[src/rtl/cordic_pkg.sv]
// Shared definitions for the CORDIC sine/cosine datapath: Q-format widths,
// integer-degree constants, the core angle type and the pre-reduce FSM states.
package cordic_pkg;

    localparam int FRAC_W  = 12;
    localparam int THETA_W = 24;
    localparam int ANGLE_W = 20;

    localparam logic signed [THETA_W-1:0] D90      = 24'sd368640;
    localparam logic signed [THETA_W-1:0] D180     = 24'sd737280;
    localparam logic signed [THETA_W-1:0] D360     = 24'sd1474560;
    localparam logic signed [THETA_W-1:0] NEG_D90  = -D90;
    localparam logic signed [THETA_W-1:0] NEG_D180 = -D180;

    typedef logic signed [ANGLE_W-1:0] angle_t;

    typedef enum logic [1:0] {
        IDLE   = 2'd0,
        REDUCE = 2'd1,
        FOLD   = 2'd2,
        DONE   = 2'd3
    } prereduce_state_t;

    typedef struct packed {
        angle_t angle;
        logic   cos_neg;
    } fold_t;

    // Mirrors an angle in (-180, +180] about +-90 so sine is unchanged and
    // cosine flips sign; the result always fits the core's Q8.12 range.
    function automatic fold_t fold_to_half_pi(input logic signed [THETA_W-1:0] theta);
        logic signed [THETA_W-1:0] folded;
        fold_t                     result;
        folded         = theta;
        result.cos_neg = 1'b0;
        if (theta > D90) begin
            folded         = D180 - theta;
            result.cos_neg = 1'b1;
        end else if (theta < NEG_D90) begin
            folded         = NEG_D180 - theta;
            result.cos_neg = 1'b1;
        end
        result.angle = angle_t'(folded);
        return result;
    endfunction

endpackage

[src/rtl/cordic_angle_prereduce.sv]
// Reduces an arbitrary Q12.12 degree angle to (-180, +180] by repeated +-360
// steps, then folds it into [-90, +90] with a cosine-negate flag for the core.
module cordic_angle_prereduce #(
    parameter int IN_W   = cordic_pkg::THETA_W,
    parameter int OUT_W  = cordic_pkg::ANGLE_W,
    parameter int FRAC_W = cordic_pkg::FRAC_W
) (
    input  logic             clk,
    input  logic             reset,
    input  logic [IN_W-1:0]  in_angle,
    input  logic             in_valid,
    output logic             in_ready,
    output logic [OUT_W-1:0] out_angle,
    output logic             out_cos_neg,
    output logic             out_valid,
    input  logic             out_ready
);
    import cordic_pkg::*;

    localparam logic signed [IN_W-1:0] LIM_POS = IN_W'(180 << FRAC_W);
    localparam logic signed [IN_W-1:0] LIM_NEG = -LIM_POS;
    localparam logic signed [IN_W-1:0] TURN    = IN_W'(360 << FRAC_W);

    prereduce_state_t        state_reg, state_next;
    logic signed [IN_W-1:0]  theta_reg, theta_next;
    logic [OUT_W-1:0]        out_angle_reg, out_angle_next;
    logic                    cos_neg_reg, cos_neg_next;
    logic                    out_valid_reg, out_valid_next;
    fold_t                   fold_res;

    assign fold_res = fold_to_half_pi(theta_reg);

    always_ff @(posedge clk or negedge reset) begin
        if (!reset) begin
            state_reg     <= IDLE;
            theta_reg     <= '0;
            out_angle_reg <= '0;
            cos_neg_reg   <= 1'b0;
            out_valid_reg <= 1'b0;
        end else begin
            state_reg     <= state_next;
            theta_reg     <= theta_next;
            out_angle_reg <= out_angle_next;
            cos_neg_reg   <= cos_neg_next;
            out_valid_reg <= out_valid_next;
        end
    end

    always_comb begin
        state_next     = state_reg;
        theta_next     = theta_reg;
        out_angle_next = out_angle_reg;
        cos_neg_next   = cos_neg_reg;
        out_valid_next = out_valid_reg;
        unique case (state_reg)
            IDLE: begin
                if (in_valid) begin
                    theta_next = signed'(in_angle);
                    state_next = REDUCE;
                end
            end
            REDUCE: begin
                // One +-360 step per cycle keeps the adder single and the path short.
                if (theta_reg > LIM_POS) begin
                    theta_next = theta_reg - TURN;
                end else if (theta_reg <= LIM_NEG) begin
                    theta_next = theta_reg + TURN;
                end else begin
                    state_next = FOLD;
                end
            end
            FOLD: begin
                out_angle_next = OUT_W'(fold_res.angle);
                cos_neg_next   = fold_res.cos_neg;
                out_valid_next = 1'b1;
                state_next     = DONE;
            end
            DONE: begin
                if (out_ready) begin
                    out_valid_next = 1'b0;
                    state_next     = IDLE;
                end
            end
            default: state_next = IDLE;
        endcase
    end

    assign in_ready    = (state_reg == IDLE);
    assign out_angle   = out_angle_reg;
    assign out_cos_neg = cos_neg_reg;
    assign out_valid   = out_valid_reg;

endmodule

[config.mk]
export PLATFORM = sky130hd
export DESIGN_NAME = cordic_angle_prereduce
export DESIGN_NICKNAME = d
export VERILOG_FILES = /design/src/rtl/cordic_pkg.sv /design/src/rtl/cordic_angle_prereduce.sv
export SDC_FILE = /design/constraint.sdc
export NUM_CORES = 1
export LEC_CHECK = 0
export ABC_AREA = 0
export CAP_MARGIN = 0
export CORE_ASPECT_RATIO = 1.75
export CORE_MARGIN = 2
export CORE_UTILIZATION = 59
export DETAILED_ROUTE_END_ITERATION = 10
export PLACE_DENSITY = 0.95
export REMOVE_ABC_BUFFERS = 1
export SYNTH_ARGS = -nofsm -noshare
export SYNTH_HDL_FRONTEND = slang
export SYNTH_SLANG_ARGS = --single-unit
export TNS_END_PERCENT = 30
[constraint.sdc]
create_clock -name clk -period 10.7 [get_ports clk]
set_input_delay 1.07 -clock clk [delete_from_list [all_inputs] [get_ports clk]]
set_output_delay 1.07 -clock clk [all_outputs]
set_load 0.05 [all_outputs]
# Word level (Yosys, flattened, before mapping)
# Index checks and enable logic that the tools add are counted.
totals:
  reg_bits: 48
  out_inout_bits: 23
op_classes:
  n_addsub: 4
  order_cmp: 4
  eq_ne: 8
  n_mux: 15
  n_reduce_logical: 6
op_table:
  columns: ["operator", "n"]
  rows:
  - ["$mux W24", 3]
  - ["$pmux W24 S2", 1]
  - ["$mux W20", 2]
  - ["$sub A20 B20 Y20 const A", 2]
  - ["$add A24 B22 Y24 const B", 1]
  - ["$gt A24 B20 Y1 const B", 1]
  - ["$gt A24 B21 Y1 const B", 1]
  - ["$le A24 B21 Y1 const B", 1]
  - ["$lt A24 B20 Y1 const B", 1]
  - ["$sub A24 B22 Y24 const B", 1]
  - ["$mux W2", 4]
  - ["$ne A2 B2 Y1 const B", 4]
  - ["$pmux W2 S4", 1]
  - ["$eq A2 B2 Y1 const B", 2]
  - ["$reduce_and A4 Y1", 1]
  - ["$reduce_bool A2 Y1", 2]
  - ["$mux W1", 3]
  - ["$ne A3 B3 Y1 const B", 1]
  - ["$reduce_and A3 Y1", 1]
  - ["$eq A2 B1 Y1 const B", 1]
  - ["$logic_not A2 Y1", 1]
  - ["$pmux W1 S2", 1]
  - ["$reduce_and A2 Y1", 1]

# Logic depth before layout (Yosys ltp)
# Gate-level depths: netlist of the first run.
logic_depth:
  word_depth: 4
  ltp_mapped: 13
  ltp_nobuf: 11

# Worst setup path after synthesis of the first run
# Ideal clock, no wire load.
synth_path:
  path_kind: "register to register"
  start: "register theta_reg[3]"
  end: "register theta_reg[22]"
  setup_ns: 0.125
  arrival_time_ns: 3.694
  t_required_ns: 10.575
  slack_ns: 6.881
  stages_incl_launch_ff: 13
  n_path_buf: 1
  cell_sequence: "dfrtp_1 or4_1 clkbuf_2 or4_4 o2bb2ai_2 or2_2 inv_1 ha_1 a211o_1 a2111oi_0 nor4_1 nand4b_1 mux2_2"
synth_between:
  elab_chain_cells: 4
  word_cells_on_any_way: 9
synth_lines:
  columns: ["item", "line_no", "rtl"]
  rows:
  - ["start, declared", "cordic_angle_prereduce.sv:25", "logic signed [IN_W-1:0] theta_reg, theta_next;"]
  - ["start signal, assigned", "cordic_angle_prereduce.sv:42", "theta_reg <= theta_next;"]
  - ["$add A24 B22 Y24", "cordic_angle_prereduce.sv:67", "theta_next = theta_reg + TURN;"]
  - ["$mux W24", "cordic_angle_prereduce.sv:66", "end else if (theta_reg <= LIM_NEG) begin"]
  - ["$mux W24", "cordic_angle_prereduce.sv:64", "if (theta_reg > LIM_POS) begin"]
  - ["$pmux W24 S2", "cordic_angle_prereduce.sv:55", "unique case (state_reg)"]
# Parallel ways exist; a longest one is shown, timed or not. The select of a mux whose other input is x is not followed.
# A chain may end at the register's enable or synchronous reset.

# Final worst setup path of the first run
# Same ends and word-level chain as after synthesis.

==> impl_metrics.yaml, run 1 <==
drt:
  routed_wl_um: 8950
  drtPass1Iterations: 5
  drtAntennaViolNets: 0
  drc: 0
  routed_via_density: 6.59
  drt_iter0_drc: 245
  dr_total_vias: 3409
  wire_per_inst_um: 17.3
sta:
  slew_headroom_pct: 38.3
  final-setup-viol-count: 0
  max_freq_ghz: 0.229
  report.final.slew_viol_count: 0
  tightest_slew_ns: 0.925
  fin_ws_ns: 6.33
  clock_skew_ns: 0.0108
  grt_setup_unrepaired: "no"
  setup-tns-final_ns: 0
  period_share_pct: 40.8
  finalCriticalPeriod_ns: 4.37
  hold_violations: 0
setup_path:
  endpoint_kind: "flip-flop"
  crit_family: "simple AND/OR/NAND/NOR gates"
  r2r_start: "theta_reg[3]"
  r2r-end: "theta_reg[22]"
  reg2reg_setup_slack_ns: 6.33
  crit_buf_inv: 1
  rr_worst_depth: 11
  cp-start-kind: "flip-flop"
  critical_path.cell_chain: "or4_1 > or4_4 > o2bb2ai_2 > or2_2 > inv_1 > ha_1 > a211o_1 > a2111oi_0 > nor4_1 > nand4b_1 > mux2_2"
  cp.arrival_ns: 4.57
  worstPathMaxFanout: 8
  crit_type: "flip-flop to flip-flop"
  cpPeakStageDelay_ns: 0.69
  crit_required_ns: 10.91
  worst_path_max_delay_cell: "or4_1"
global_routing:
  grt_overflow: 0
  grt_pass1_wl_um: 14700
  grt_pass1_vias: 3236
  grt_max_degree: 60
  grt_use_total_pct: 29.6
  antenna_found_initial: 0
placement:
  hpwl_um: 6280
  gp_congestion: 0.941
  place_ws_ns: 6.44
  port-buffer-count: 50
cells_and_area:
  nFillCells: 418
  synthToLayoutAreaGrowth_pct: 19.1
  regArea_um2: 1200
  final_util_pct: 72.6
  largest_reg_flops: 24
  drive_gt1_share_pct: 6.58
  antenna_cells: 0
  nets: 481
  multi_input_area_um2: 2000
synthesis:
  ys.flop_type: "dfrtp_1"
  synth_common_cells: "nand2_1 (50), dfrtp_1 (48), clkbuf_1 (24), nor2_1 (23), nand3_1 (21)"
  synth_top_area_share_pct: 35.6
  netlist_instances: 409
  yosys.cell_count.top_type: "nand2_1"
  avgSynthCellArea_um2: 8.25
  synthTopCellsByArea: "dfrtp_1 (36%), nand2_1 (5.6%), ha_1 (4.4%), a31oi_1 (3.3%), nand4_1 (3.3%)"
  synth_async_sr_flop_share_pct: 100
  synthesis.area_um2: 3380
  ys.warnings.count: 0
  synth_edf_count: 0
  yosysUniqueCellTypes: 61
  synth_top_area_cell: "dfrtp_1"
  ys_ff_latch: 48
  ys_seq_area_share_pct: 35.6
clocking:
  hold_buffers: 0
  postCtsSetupBuffers: 0
  insertion_delay_ns: 0.32
  cts_tree: "yes"
  cts_made_buffers: 5
  cts_buffer_depth: 2
  clk_pin_slew_worst_paths_ns: 0.10
  clock-sinks: 48
  cts.htree.levels: 2
  ctsResizeCount: 0
  clockRootBuffer: "clkbuf_8"
floorplanning:
  start_util_pct: 60.9
  die-area_um2: 6370
  io_pins: 51
  placeableCoreArea_um2: 5540
  die_h_um: 104
  die_x_um: 61.2
  row_count: 36
pwr:
  p_switching_mw: 0.793
  leakage_nw: 1.69
  pwr-share-comb_pct: 64.0
  ir_worst_vdd_mv: 0.221
  p_per_area_nw_per_um2: 380
  switching_share_pct: 51.9
  clkPwrFrac_pct: 10.5
  intPower_mw: 0.735
  power_frac_seq_pct: 25.4
hold_path:
  holdPathStages: 1
  worst_hold_path_type: "flip-flop to flip-flop"
  whs_endpoint: "out_angle[0]"
  min-delay-start: "out_angle[0]"
flow_run:
  maxCapViolCount: 0
run_status:
  outcome: "complete, no violations"
[how the worst max path moves through the flow]
| stage | from | end | cells after the start |
|---|---|---|---|
| after floorplan | theta_reg[3] | theta_reg[22] | 11 |
| after global placement | theta_reg[0] | theta_reg[22] | 11 |
| after detailed placement | theta_reg[3] | theta_reg[22] | 11 |
| after CTS | theta_reg[3] | theta_reg[22] | 11 |
| after global routing | theta_reg[0] | theta_reg[22] | 11 |
| final | theta_reg[3] | theta_reg[22] | 11 |
[final cells by class]
class	instances	area share (%)
Inverter	16	1.49
Multi-Input combinational cell	315	49.8
Clock inverter	3	1.71
Sequential cell	48	29.9
Clock buffer	5	1.71
Timing Repair Buffer	54	13.1
Tap cell	76	2.37
[per-stage QoR]
step           instances  cell area (um2)  hold WS, ns  total power [mW]
4_1_cts              517             4020        0.551              1.51
6_report             517             4020        0.548              1.53
5_1_grt              517             4020        0.570              1.63
2_1_floorplan        379             3260        0.503              1.07
3_5_place_dp         509             3880        0.525              1.35
3_3_place_gp         509             3880        0.499              1.32
[cell families (layout without fill, tap and decap cells)]
logic type,after synthesis,after routing,share of synthesized area [%]
AND/OR/NAND/NOR,197,197,31.2
AO/OA/AOI/OAI,98,98,20.7
flip-flops,48,48,35.6
buffers and inverters,46,78,5.23
adder cells (fa/ha/maj),13,13,5.04
multiplexers,7,7,2.30
[worst reg2reg max path, cell delays in order (launching register included)]
cell and delay [ns]:
dfrtp_1 0.46, or4_1 0.69, or4_4 0.64, o2bb2ai_2 0.35, or2_2 0.25, inv_1 0.10
ha_1 0.30, a211o_1 0.30, a2111oi_0 0.59, nor4_1 0.12, nand4b_1 0.19, mux2_2 0.27
[placed cells by master, fill, tap and decap left out, drive strengths merged, types with 7 or more instances in the layout]
master,count
a21oi,11
a31oi,18
and2,7
clkdlybuf4s50,49
dfrtp,48
ha,12
inv,17
nand2,50
nand2b,7
nand3,21
nand4,18
nor2,23
nor2b,17
nor3,13
nor3b,11
nor4,7
o21ai,20
[per-layer routing]
metal | track usage, % | up-vias | wire length, um
met3 | 3.36 | 35 | 505
met4 | 16.0 | 0 | 340
met1 | 36.0 | 1621 | 3290
met2 | 48.8 | 172 | 4810
li1 | - | 1581 | -
met5 | 0 | - | 0
[power groups by stage]
stage	clock network, mW	registers (mW)	logic, mW
final	0.161	0.389	0.979
after global routing	0.169	0.400	1.06
after CTS	0.161	0.383	0.969
after detailed placement	0	0.386	0.964
after global placement	0	0.381	0.938
after floorplan	0	0.496	0.570
Power figures use the tool's default switching activity.
==> inputs of run 2 (changes only) <==
--- a/config.mk
+++ b/config.mk
@@ -9,9 +9,9 @@
 export CAP_MARGIN = 0
 export CORE_ASPECT_RATIO = 1.75
 export CORE_MARGIN = 2
-export CORE_UTILIZATION = 59
+export CORE_UTILIZATION = 55
 export DETAILED_ROUTE_END_ITERATION = 10
-export PLACE_DENSITY = 0.95
+export PLACE_DENSITY = 0.93
 export REMOVE_ABC_BUFFERS = 1
 export SYNTH_ARGS = -nofsm -noshare
 export SYNTH_HDL_FRONTEND = slang
==> constraint.sdc (replaced) <==
create_clock -name clk -period 4.4 [get_ports clk]
set_input_delay 0.44 -clock clk [delete_from_list [all_inputs] [get_ports clk]]
set_output_delay 0.44 -clock clk [all_outputs]
set_load 0.05 [all_outputs]
==> run 2 against run 1 <==
Against the previous run: hold slack got worse by 0.22 ns; non-clock buffer count is 1 higher; register-to-register slack got worse by 5.9 ns; maximum frequency increased by 9.6%; critical path depth unchanged; combinational power rose by 150%; design area fell by 1.2%; flip-flop and latch count stayed put; global-route usage decreased by 1.6 points; setup slack worse by 5.9 ns; power rose by 140%; sequential share of layout area increased by 0.35 points; critical path type unchanged; critical endpoint unchanged; largest cell class unchanged.
==> impl_metrics.yaml, run 2 (synthesis gave the netlist of run 1 again) <==
run_status:
  outcome: "complete, no violations"
drt:
  routed_wl_um: 9200
  routed_via_density: 6.64
  drt_iter0_drc: 294
  drtPass1Iterations: 6
  drc: 0
  dr_total_vias: 3447
  wire_per_inst_um: 17.7
  drtAntennaViolNets: 0
clocking:
  clockRootBuffer: "clkbuf_8"
  clock-sinks: 48
  cts_tree: "yes"
  hold_buffers: 0
  clk_pin_slew_worst_paths_ns: 0.08
  cts_buffer_depth: 2
  insertion_delay_ns: 0.31
  cts_made_buffers: 5
  ctsResizeCount: 0
  postCtsSetupBuffers: 0
  cts.htree.levels: 2
global_routing:
  grt_use_total_pct: 28.1
  grt_pass1_wl_um: 15100
  grt_overflow: 0
  antenna_found_initial: 0
  grt_pass1_vias: 3248
  grt_max_degree: 55
sta:
  final-setup-viol-count: 0
  clock_skew_ns: 0.0120
  tightest_slew_ns: 1.07
  finalCriticalPeriod_ns: 3.98
  grt_setup_unrepaired: "no"
  fin_ws_ns: 0.418
  period_share_pct: 90.5
  hold_violations: 0
  fin_hold_ws_ns: 0.326
  slew_headroom_pct: 28.6
  max_freq_ghz: 0.251
  report.final.slew_viol_count: 0
  setup-tns-final_ns: 0
placement:
  place_area_um2: 3890
  place_ws_ns: 0.450
  port-buffer-count: 50
  place_inst: 512
  hpwl_um: 6650
  gp_congestion: 0.986
cells_and_area:
  drive_gt1_share_pct: 6.58
  final_cells: 519
  final_cell_mix: "nand2_1 (50), clkdlybuf4s50_1 (49), dfrtp_1 (48)"
  largest_reg_flops: 24
  antenna_cells: 0
  synthToLayoutAreaGrowth_pct: 17.7
  nets: 482
  finalInstanceArea_um2: 3970
  final_common_cell: "nand2_1"
  final_util_pct: 67.1
setup_path:
  crit_required_ns: 4.60
  reg2reg_setup_slack_ns: 0.42
  crit_start: "theta_reg[3]"
  worstPathMaxFanout: 7
  crit_type: "flip-flop to flip-flop"
  r2r_start: "theta_reg[3]"
  endpoint_kind: "flip-flop"
  crit_end: "theta_reg[22]"
  r2r-end: "theta_reg[22]"
  cp-start-kind: "flip-flop"
  cp.arrival_ns: 4.18
  rr_worst_depth: 11
pwr:
  p_per_area_nw_per_um2: 911
  leakage_nw: 1.67
  ir_worst_vdd_mv: 0.501
  fin_total_pwr_mw: 3.62
hold_path:
  worst_hold_path_type: "input port to asynchronous set/reset pin"
floorplanning:
  row_count: 37
  die_h_um: 108
  start_util_pct: 57.0
  die_x_um: 63.2
  die-area_um2: 6810
  io_pins: 51
  placeableCoreArea_um2: 5930
flow_run:
  maxCapViolCount: 0
[run 2: power by group]
part	internal (mW)	switching [mW]
Clock	0.108	0.148
Sequential	0.661	0.293
Combinational	0.911	1.50
Total	1.68	1.94
[run 2: per-layer routing]
layer | global-route usage (%) | up-vias | share of wire (%)
li1 | - | 1587 | -
met3 | 3.56 | 52 | 5.3
met2 | 50.4 | 171 | 53
met4 | 18.5 | 0 | 5.3
met1 | 30.6 | 1637 | 36
met5 | 0 | - | 0
[run 2: layout make-up]
cell class | count | area, um2
Multi-Input combinational cell | 315 | 2000
Fill cell | 524 | 1950
Sequential cell | 48 | 1200
Timing Repair Buffer | 55 | 533
Tap cell | 78 | 97.6
Clock buffer | 5 | 68.8
Inverter | 16 | 60.1
Clock inverter | 2 | 12.5
[run 2: worst min path at each step]
stage                             start            end  depth (start not counted)  slack, ns
after floorplan                   reset   out_angle[0]                          0       0.14
after global routing              reset  out_angle[15]                          1       0.40
final                             reset  theta_reg[16]                          1       0.33
after global placement    out_angle[15]  out_angle[15]                          2       0.53
after detailed placement   out_angle[0]   out_angle[0]                          1       0.52
after CTS                         reset  theta_reg[16]                          1       0.35
[run 2: critical path: stages, from the launching register on]
cell and delay [ns]:
dfrtp_1 0.44, or4_1 0.67, or4_4 0.63, o2bb2ai_2 0.17
or2_2 0.19, inv_1 0.11, ha_1 0.30, a211o_1 0.30
a2111oi_0 0.49, nor4_1 0.11, nand4b_1 0.18, mux2_2 0.27
==> inputs of run 3 (changes only) <==
==> constraint.sdc (replaced) <==
create_clock -name clk -period 4.4 [get_ports clk]
set_input_delay 0.44 -clock clk [delete_from_list [all_inputs] [get_ports clk]]
set_output_delay 0.44 -clock clk [all_outputs]
set_load 0.005 [all_outputs]
==> results of run 3 <==
Same layout as run 2 (identical final DEF). Status: complete, no violations.
Main changes from that run: total power 3.62 mW -> 3.27 mW
